## config.mk

```make
export PLATFORM = sky130hd
export DESIGN_NAME = pll_lock_supervisor_flat
export DESIGN_NICKNAME = d
export VERILOG_FILES = /design/src/rtl/pll_lock_supervisor_if.sv /design/src/rtl/pll_lock_supervisor.sv /design/src/flat_wrapper.sv
export SDC_FILE = /design/constraint.sdc
export NUM_CORES = 1
export LEC_CHECK = 0
export CAP_MARGIN = 20
export CORE_MARGIN = 2
export CORE_UTILIZATION = 52
export CTS_CLUSTER_SIZE = 30
export DETAILED_ROUTE_END_ITERATION = 12
export MAX_ROUTING_LAYER = met4
export PLACE_DENSITY = 0.77
export SYNTH_ARGS = -nofsm -noshare
export SYNTH_HDL_FRONTEND = slang
export SYNTH_SLANG_ARGS = --single-unit
```

## constraint.sdc

```tcl
create_clock -name clock -period 2.1 [get_ports clock]
set_clock_uncertainty 0.2 [all_clocks]
set_input_delay 0.42 -clock clock [delete_from_list [all_inputs] [get_ports clock]]
set_output_delay 0.42 -clock clock [all_outputs]
set_load 0.02 [all_outputs]
```

## src/rtl/pll_lock_supervisor_if.sv

```systemverilog
// Signals between the PLL lock supervisor, the PLL and the PLL-domain logic it resets.
// The supervisor takes the master modport and the PLL/downstream side takes the slave modport.
interface pll_lock_supervisor_if #(
  parameter int RETRY_W = 4
);
  logic               PLL_LOCKED;
  logic               PLL_RSTN;
  logic               sys_rstn;
  logic               ready;
  logic [RETRY_W-1:0] retry_count;
  logic               lock_lost;
  logic               fault;

  modport master (
    input  PLL_LOCKED,
    output PLL_RSTN, sys_rstn, ready, retry_count, lock_lost, fault
  );

  modport slave (
    output PLL_LOCKED,
    input  PLL_RSTN, sys_rstn, ready, retry_count, lock_lost, fault
  );
endinterface

```

## src/rtl/pll_lock_supervisor.sv

```systemverilog
// Sequences PLL_RSTN, qualifies a synchronised PLL_LOCKED and releases sys_rstn once lock is stable.
// Optional macro LOCK_RETRY_LIMIT_EN adds a sticky FAULT state after MAX_RETRIES failed attempts.
module pll_lock_supervisor #(
  parameter int RST_CYCLES    = 3_334,
  parameter int LOCK_TIMEOUT  = 333_333,
  parameter int STABLE_CYCLES = 33_333,
  parameter int MAX_RETRIES   = 7,
  parameter int RETRY_W       = 4
) (
  input  logic                    clock,
  input  logic                    rstn,
  pll_lock_supervisor_if.master   pll
);

  localparam int MAX_A   = (RST_CYCLES > LOCK_TIMEOUT) ? RST_CYCLES : LOCK_TIMEOUT;
  localparam int MAX_CYC = (MAX_A > STABLE_CYCLES) ? MAX_A : STABLE_CYCLES;
  localparam int CNT_W   = $clog2(MAX_CYC) + 1;

  if (MAX_RETRIES < 1) begin : g_max_retries_chk
    $error("MAX_RETRIES must be at least 1");
  end

  typedef enum logic [2:0] {
    S_PLL_RESET,
    S_WAIT_LOCK,
    S_STABLE,
    S_RUN
`ifdef LOCK_RETRY_LIMIT_EN
    , S_FAULT
`endif
  } state_t;

  state_t             state, state_nxt;
  logic [CNT_W-1:0]   cnt;
  logic [RETRY_W-1:0] retry_q, retry_nxt, retry_inc;
  logic               lost_q, lost_nxt;
  logic               pll_rstn_q, sys_rstn_q;
  logic               sync_p0, sync_p1;
  logic               lk;

  // Stage p0/p1: two-flop synchroniser for the asynchronous lock indicator
  always_ff @(posedge clock or negedge rstn) begin
    if (!rstn) begin
      sync_p0 <= 1'b0;
      sync_p1 <= 1'b0;
    end else begin
      sync_p0 <= pll.PLL_LOCKED;
      sync_p1 <= sync_p0;
    end
  end

  assign lk        = sync_p1;
  assign retry_inc = (&retry_q) ? retry_q : retry_q + 1'b1;

  always_comb begin
    state_nxt = state;
    retry_nxt = retry_q;
    lost_nxt  = lost_q;
    case (state)
      S_PLL_RESET: begin
        if (cnt == CNT_W'(RST_CYCLES - 1)) state_nxt = S_WAIT_LOCK;
      end
      S_WAIT_LOCK: begin
        // Lock seen on the timeout cycle still counts as lock
        if (lk) begin
          state_nxt = S_STABLE;
        end else if (cnt == CNT_W'(LOCK_TIMEOUT - 1)) begin
          retry_nxt = retry_inc;
`ifdef LOCK_RETRY_LIMIT_EN
          if (retry_inc == RETRY_W'(MAX_RETRIES)) state_nxt = S_FAULT;
          else                                    state_nxt = S_PLL_RESET;
`else
          state_nxt = S_PLL_RESET;
`endif
        end
      end
      S_STABLE: begin
        if (!lk)                                     state_nxt = S_WAIT_LOCK;
        else if (cnt == CNT_W'(STABLE_CYCLES - 1))   state_nxt = S_RUN;
      end
      S_RUN: begin
        if (!lk) begin
          state_nxt = S_PLL_RESET;
          lost_nxt  = 1'b1;
        end
      end
`ifdef LOCK_RETRY_LIMIT_EN
      S_FAULT: state_nxt = S_FAULT;
`endif
      default: state_nxt = S_PLL_RESET;
    endcase
  end

  // Outputs are registered from the next state so they move on the same edge as the state
  always_ff @(posedge clock or negedge rstn) begin
    if (!rstn) begin
      state      <= S_PLL_RESET;
      cnt        <= '0;
      retry_q    <= '0;
      lost_q     <= 1'b0;
      pll_rstn_q <= 1'b0;
      sys_rstn_q <= 1'b0;
    end else begin
      state      <= state_nxt;
      retry_q    <= retry_nxt;
      lost_q     <= lost_nxt;
      pll_rstn_q <= (state_nxt == S_WAIT_LOCK) || (state_nxt == S_STABLE) || (state_nxt == S_RUN);
      sys_rstn_q <= (state_nxt == S_RUN);
      if (state_nxt != state)      cnt <= '0;
      else if (cnt != {CNT_W{1'b1}}) cnt <= cnt + 1'b1;
    end
  end

`ifdef LOCK_RETRY_LIMIT_EN
  logic fault_q;

  always_ff @(posedge clock or negedge rstn) begin
    if (!rstn) fault_q <= 1'b0;
    else       fault_q <= (state_nxt == S_FAULT);
  end

  assign pll.fault = fault_q;
`else
  assign pll.fault = 1'b0;
`endif

  assign pll.PLL_RSTN    = pll_rstn_q;
  assign pll.sys_rstn    = sys_rstn_q;
  assign pll.ready       = sys_rstn_q;
  assign pll.retry_count = retry_q;
  assign pll.lock_lost   = lost_q;

endmodule

```

## src/flat_wrapper.sv

```systemverilog
// flat-port wrapper written by rule: the top's interface ports become plain ports
module pll_lock_supervisor_flat 
#(
  parameter int RST_CYCLES    = 3_334,
  parameter int LOCK_TIMEOUT  = 333_333,
  parameter int STABLE_CYCLES = 33_333,
  parameter int MAX_RETRIES   = 7,
  parameter int RETRY_W       = 4
)
  (clock, rstn, pll_PLL_LOCKED, pll_PLL_RSTN, pll_sys_rstn, pll_ready, pll_retry_count, pll_lock_lost, pll_fault);
  pll_lock_supervisor_if #(.RETRY_W(RETRY_W)) pll_i ();
  input  logic clock;
  input  logic rstn;
  input wire logic [$bits(pll_i.PLL_LOCKED)-1:0] pll_PLL_LOCKED;
  output wire logic [$bits(pll_i.PLL_RSTN)-1:0] pll_PLL_RSTN;
  output wire logic [$bits(pll_i.sys_rstn)-1:0] pll_sys_rstn;
  output wire logic [$bits(pll_i.ready)-1:0] pll_ready;
  output wire logic [$bits(pll_i.retry_count)-1:0] pll_retry_count;
  output wire logic [$bits(pll_i.lock_lost)-1:0] pll_lock_lost;
  output wire logic [$bits(pll_i.fault)-1:0] pll_fault;
  assign pll_i.PLL_LOCKED = pll_PLL_LOCKED;
  assign pll_PLL_RSTN = pll_i.PLL_RSTN;
  assign pll_sys_rstn = pll_i.sys_rstn;
  assign pll_ready = pll_i.ready;
  assign pll_retry_count = pll_i.retry_count;
  assign pll_lock_lost = pll_i.lock_lost;
  assign pll_fault = pll_i.fault;
  pll_lock_supervisor #(.RST_CYCLES(RST_CYCLES), .LOCK_TIMEOUT(LOCK_TIMEOUT), .STABLE_CYCLES(STABLE_CYCLES), .MAX_RETRIES(MAX_RETRIES), .RETRY_W(RETRY_W)) u_core (.clock(clock), .rstn(rstn), .pll(pll_i));
endmodule
```

==> metrics.cfg, run 1 <==
[grt]
grt_pass1_vias = 1415
grt_max_degree = 33
grt_overflow = 0
antenna_found_initial = 0
grt_util_all_layers_pct = 21.2
grt_pass1_wl_mm = 6.24

[worst_setup_path]
r2r_setup_slack_ns = -0.07
critical_path_class = register to register
arrival_ns = 2.20
worstSetupEndpointType = register
cp-start-kind = register
reg2reg_depth = 7
crit_fanout = 16
cp-startpoint = u_core.cnt[3]
required_ns = 2.13
rr_startpoint = u_core.cnt[3]

[synth]
syn_area_sq_um = 1760
ys_seq_area_share_pct = 45.6
ys_types = 42
synth_compound_area_share_pct = 6.33
yosys_warnings = 0
syn_avg_cell_area_sq_um = 10.5
synth_adder_area_share_pct = 2.85
synth_edf_count = 0
synth_ff_type = dfrtp_1
synth-simple-area-share_pct = 31.1
synth-seq-cells = 32
synth_cells = 168
async_flop_share_pct = 100
synthMuxAreaShare_pct = 1.21
synth_top_family_by_area = simple AND/OR/NAND/NOR gates
synth-xor-area-share_pct = 7.47

[clock_tree]
holdBufCountCts = 0
cts.htree.levels = 2
cts-root-buf = clkbuf_4
path_clk_slew_ns = 0.10
cts_tree = yes
clkSinkCount = 32
cts_inserted_buffers = 5
cts_buffer_depth = 2
clk_latency_ns = 0.34

[pwr]
switching_share_pct = 22.4
power.switching_mw = 0.260
pwr-share-comb_pct = 6.0
p_leak_nw = 0.938
max-vdd-ir-drop_mv = 0.502
p_seq_share_pct = 54.4
power_density_nw_per_um2 = 528
p_int_mw = 0.903
clkPwrFrac_pct = 39.6

[finish]
drive_above_1_share_pct = 37.1
final_cell_count_no_fill = 248
antennaDiodeCount = 0
final_common_cell = dfrtp_1
area_growth_pct = 25.3
nets = 208
mostFrequentLayoutCells = 31 x dfrtp_1, 18 x buf_4, 15 x nor2_2, 14 x nand2_1
stdcell_area_sq_um = 2200

[floorplan]
chipHeight_microns = 62.1
rows = 21
start_util_pct = 53.5
ioPinCount = 12
die_x_microns = 62.1
die-area_sq_um = 3860
core_sq_um = 3280

[timing]
grt_setup_unrepaired = true
tns_ns = -1.01
setup_slack_ns = -0.0709
setup_viol_count_final = 21
period_minus_slack_ns = 2.17
fin_crit_sh_pct = 103
finalHoldViolCount = 0
fmax_mhz = 461
slew_viol_final = 0

[hold_path]
hold_path_depth = 0
worstHoldPathType = register to register
min_from = u_core.sync_p0

[placement]
place_area_sq_um = 2000
hpwl_mm = 2.60
dp.cells = 236
finalWeightedCongestion = 0.863
port_buffers = 10

[detailed_routing]
dr.pass1.iters = 4
dr.first_iter.drc_count = 75
vias_per_cell = 5.55
ant_nets = 0
dr_total_vias = 1377
wl_mm = 3.80
drc = 0
routedWlPerCell_microns = 15.3

[run_status]
violations = negative setup slack
status = finished with violations

[run]
cap_violations = 0

synth_stat cells (2+ instances only):
library cell / instances / area [sq um]
nand3_1: 10 / 50.1
xnor2_1: 7 / 61.3
nor2_2: 15 / 93.8
buf_6: 3 / 33.8
ha_1: 4 / 50.1
nor2_1: 11 / 41.3
dfrtp_1: 32 / 801
inv_1: 8 / 30.0
nand2_1: 14 / 52.6
nand4_1: 10 / 62.6
a21oi_2: 2 / 17.5
nor4_1: 2 / 12.5
buf_4: 2 / 15.0
xor2_1: 8 / 70.1
a211oi_2: 2 / 25.0
o21ai_0: 3 / 15.0
and3_1: 2 / 12.5
nor3_2: 3 / 30.0
and3_2: 3 / 22.5
nor3_1: 4 / 20.0
a31oi_1: 2 / 12.5
timing repair:
action	in CTS	in global routing
resized for setup	6	15
endpoints found under the setup margin	18	25
setup buffers	1	3
cloned	0	0
pin swaps	2	13
cell families after synthesis:
family          after synthesis
buf+inv                      14
other cells                   1
simple gates                 86
xor+xnor                     15
compound gates               14
fa+ha+maj                     4
flops                        32
mux                           2
power groups by stage:
stage / combinational, mW / sequential (mW) / clock (mW)
after floorplan: 0.0323 / 0.641 / 0
after global placement: 0.0574 / 0.643 / 0
after detailed placement: 0.0602 / 0.643 / 0
after CTS: 0.0614 / 0.632 / 0.470
after global routing: 0.0775 / 0.634 / 0.495
final: 0.0703 / 0.633 / 0.460
state kept, by name (all words and copies together) (netlist names):
signal / cells
u_core.cnt: 20
u_core.lk: 1
u_core.pll.PLL_RSTN: 1
u_core.pll.lock_lost: 1
u_core.pll.ready: 1
u_core.pll.retry_count: 4
u_core.state: 3
u_core.sync_p0: 1
final cells by class:
type                    instances  area, sq um
multi-input cells             123          958
clock inverters                 2         35.0
inverters                       8         30.0
fillers                       256         1080
flip-flops and latches         32          802
well taps                      46         57.6
repair buffers                 31          278
clock buffers                   6         41.3
path summary, 6_finish.rpt:
| check | endpoint |
|---|---|
| hold reg to reg | u_core.lk |
| hold / removal | u_core.lk |
| setup / recovery | u_core.cnt[3] |
| min in group asynchronous | u_core.cnt[12] |
| max in group asynchronous | u_core.cnt[0] |
| setup reg to reg | u_core.cnt[3] |
worst max-delay path: stages, from the launching register on:
cell and delay [ns]:
dfrtp_1 0.41, nor4b_2 0.34, nand4_1 0.19, nand4b_4 0.22, a211oi_2 0.24, o21a_2 0.22, buf_12 0.17, nor2_1 0.05
stage by stage:
stage,util (%),power [mW],hold slack [ns],setup WS [ns]
global placement,60.8,0.700,0.138,0.00552
global route,67.0,1.21,0.164,-0.132
finish,67.0,1.16,0.160,-0.0709
CTS,64.2,1.16,0.160,-0.0303
floorplan,-,0.674,-0.0756,0.0778
detailed placement,60.8,0.703,0.137,-0.0986
layer usage:
metal	GRT usage (%)	vias to the layer above	routed length, microns
met5	-	-	0
li1	-	650	-
met4	8.33	0	42
met2	35.2	27	1990
met1	24.6	694	1620
met3	5.98	6	147
(Power assumes the default switching activity.)
==> inputs of run 2 (changes only) <==
--- a/config.mk
+++ b/config.mk
@@ -10,8 +10,10 @@
 export CORE_UTILIZATION = 52
 export CTS_CLUSTER_SIZE = 30
 export DETAILED_ROUTE_END_ITERATION = 12
+export HOLD_SLACK_MARGIN = 0.06
 export MAX_ROUTING_LAYER = met4
 export PLACE_DENSITY = 0.77
+export SETUP_SLACK_MARGIN = 0.02
 export SYNTH_ARGS = -nofsm -noshare
 export SYNTH_HDL_FRONTEND = slang
 export SYNTH_SLANG_ARGS = --single-unit
==> metrics.cfg, run 2 (synthesis results as in run 1) <==
[worst_setup_path]
arrival_ns = 2.17  ; was 2.20 ns
required_ns = 2.13  ; about the same
cp-startpoint = u_core.cnt[3]  ; unchanged
crit_end = u_core.cnt[3]  ; unchanged
rr_startpoint = u_core.cnt[3]  ; unchanged
cp-start-kind = register  ; unchanged
r2r_setup_slack_ns = -0.04  ; was -0.07 ns
worstSetupEndpointType = register  ; unchanged
reg2reg_depth = 7  ; unchanged
r2r-end = u_core.cnt[3]  ; unchanged
critical_path_class = register to register  ; unchanged
crit_fanout = 16  ; unchanged

[detailed_routing]
dr.first_iter.drc_count = 73  ; was 75
vias_per_cell = 5.49  ; was 5.55
ant_nets = 0  ; unchanged
dr.pass1.iters = 4  ; unchanged
dr_total_vias = 1355  ; was 1377
wl_mm = 3.65  ; was 3.80 mm
drc = 0  ; unchanged
routedWlPerCell_microns = 14.8  ; was 15.3 microns

[pwr]
p_seq_share_pct = 54.7  ; was 54.4%
power.switching_mw = 0.257  ; was 0.260 mW
pwr-share-comb_pct = 5.4  ; was 6.0%
p_int_mw = 0.898  ; was 0.903 mW
max-vdd-ir-drop_mv = 0.502  ; about the same
p_total_mw = 1.16  ; about the same
power_density_nw_per_um2 = 542  ; was 528 nW/um^2
p_leak_nw = 0.934  ; was 0.938 nW
clkPwrFrac_pct = 39.9  ; was 39.6%
switching_share_pct = 22.2  ; was 22.4%

[grt]
grt_pass1_vias = 1410  ; was 1415
grt_util_all_layers_pct = 21.0  ; was 21.2%
grt_pass1_wl_mm = 6.18  ; was 6.24 mm
grt_overflow = 0  ; unchanged
antenna_found_initial = 0  ; unchanged
grt_max_degree = 33  ; unchanged

[timing]
fin_crit_sh_pct = 102  ; was 103%
setup_slack_ns = -0.0375  ; was -0.0709 ns
finalHoldViolCount = 0  ; unchanged
slew_viol_final = 0  ; unchanged
grt_setup_unrepaired = true  ; unchanged
setup_viol_count_final = 19  ; was 21
period_minus_slack_ns = 2.14  ; was 2.17 ns
hold_ws_ns = 0.160  ; about the same
fmax_mhz = 468  ; was 461 MHz

[finish]
stdcell_area_sq_um = 2130  ; was 2200 sq um
nets = 207  ; was 208
antennaDiodeCount = 0  ; unchanged
final_cell_count_no_fill = 247  ; was 248
regArea_sq_um = 801  ; was 802 sq um
top_register = u_core.cnt  ; unchanged
drive_above_1_share_pct = 32.8  ; was 37.1%
n_fill_cell = 267  ; was 256
final_common_cell = dfrtp_1  ; unchanged
largest_register_ffs = 20  ; unchanged
mostFrequentLayoutCells = 32 x dfrtp_1, 19 x buf_4, 16 x nor2_2, 14 x nand2_1  ; was 31 x dfrtp_1, 18 x buf_4, 15 x nor2_2, 14 x nand2_1
multi_input_area_sq_um = 905  ; was 958 sq um
area_growth_pct = 21.3  ; was 25.3%

[floorplan]
chipHeight_microns = 62.1  ; unchanged
rows = 21  ; unchanged
die_x_microns = 62.1  ; unchanged
ioPinCount = 12  ; unchanged
core_sq_um = 3280  ; unchanged
die-area_sq_um = 3860  ; unchanged
start_util_pct = 53.5  ; unchanged

[run_status]
violations = negative setup slack  ; unchanged
status = finished with violations  ; unchanged

[clock_tree]
cts_buffer_depth = 2  ; unchanged
path_clk_slew_ns = 0.10  ; about the same
clk_latency_ns = 0.34  ; about the same
cts_tree = yes  ; unchanged
cts.htree.levels = 2  ; unchanged
cts-root-buf = clkbuf_4  ; unchanged
cts_inserted_buffers = 5  ; unchanged
holdBufCountCts = 0  ; unchanged
clkSinkCount = 32  ; unchanged

[placement]
dpl_worst_slack_ns = -0.0986  ; unchanged
place_area_sq_um = 2000  ; unchanged
hpwl_mm = 2.60  ; unchanged
port_buffers = 10  ; unchanged
finalWeightedCongestion = 0.863  ; unchanged
dp.cells = 236  ; unchanged

[hold_path]
worstHoldPathType = register to register  ; unchanged
min_from = u_core.sync_p0  ; unchanged

[run]
cap_violations = 0  ; unchanged

## run 2: worst max-delay path, stage by stage (launching register included)
cell and delay (ns):
dfrtp_1 0.41, nor4b_2 0.34, nand4_1 0.20, nand4b_4 0.22, a211oi_2 0.24, o21a_2 0.20, buf_12 0.17, nor2_1 0.05
## run 2: how the worst min path moves through the flow
stage / end / slack, ns / cells after the start
after global placement: u_core.lk / 0.14 / 0
after floorplan: u_core.cnt[0] / -0.08 / 0
final: u_core.lk / 0.16 / 0
after detailed placement: u_core.lk / 0.14 / 0
after CTS: u_core.lk / 0.16 / 0
after global routing: u_core.lk / 0.16 / 0
## run 2: area by class of cell
cell class                      instances  area share, %
Timing Repair Buffer                   30           12.3
Clock buffer                            6           1.94
Clock inverter                          2           1.64
Tap cell                               46           2.70
Inverter                                8           1.41
Multi-Input combinational cell        123           42.4
Sequential cell                        32           37.6
## run 2: routing by layer
metal  track usage [%]  up-vias  share of wire, %
met4              8.33        0               1.3
met2              34.9       28                53
li1                  -      648                 -
met5                 -        -                 0
met1              24.1      673                41
met3              5.98        6               4.5
## run 2: per-stage QoR
| stage | util [%] | TNS, ns |
|---|---|---|
| finish | 64.9 | -0.448 |
| global route | 64.9 | -2.42 |
| detailed placement | 60.8 | -0.446 |
| floorplan | - | 0 |
| global placement | 60.8 | 0 |
| CTS | 64.1 | -0.0781 |
## run 2: power by group through the flow
stage	Sequential [mW]	Combinational, mW	Clock (mW)
finish	0.632	0.0627	0.461
global route	0.633	0.0701	0.495
CTS	0.631	0.0624	0.470
detailed placement	0.643	0.0602	0
global placement	0.643	0.0574	0
floorplan	0.641	0.0323	0
## run 2: timing repair
action	4_1_cts	5_1_grt
pin swaps	3	5
buffers inserted	2	1
hold endpoints to repair	0	0
resized for setup	3	4
setup endpoints to repair	20	26
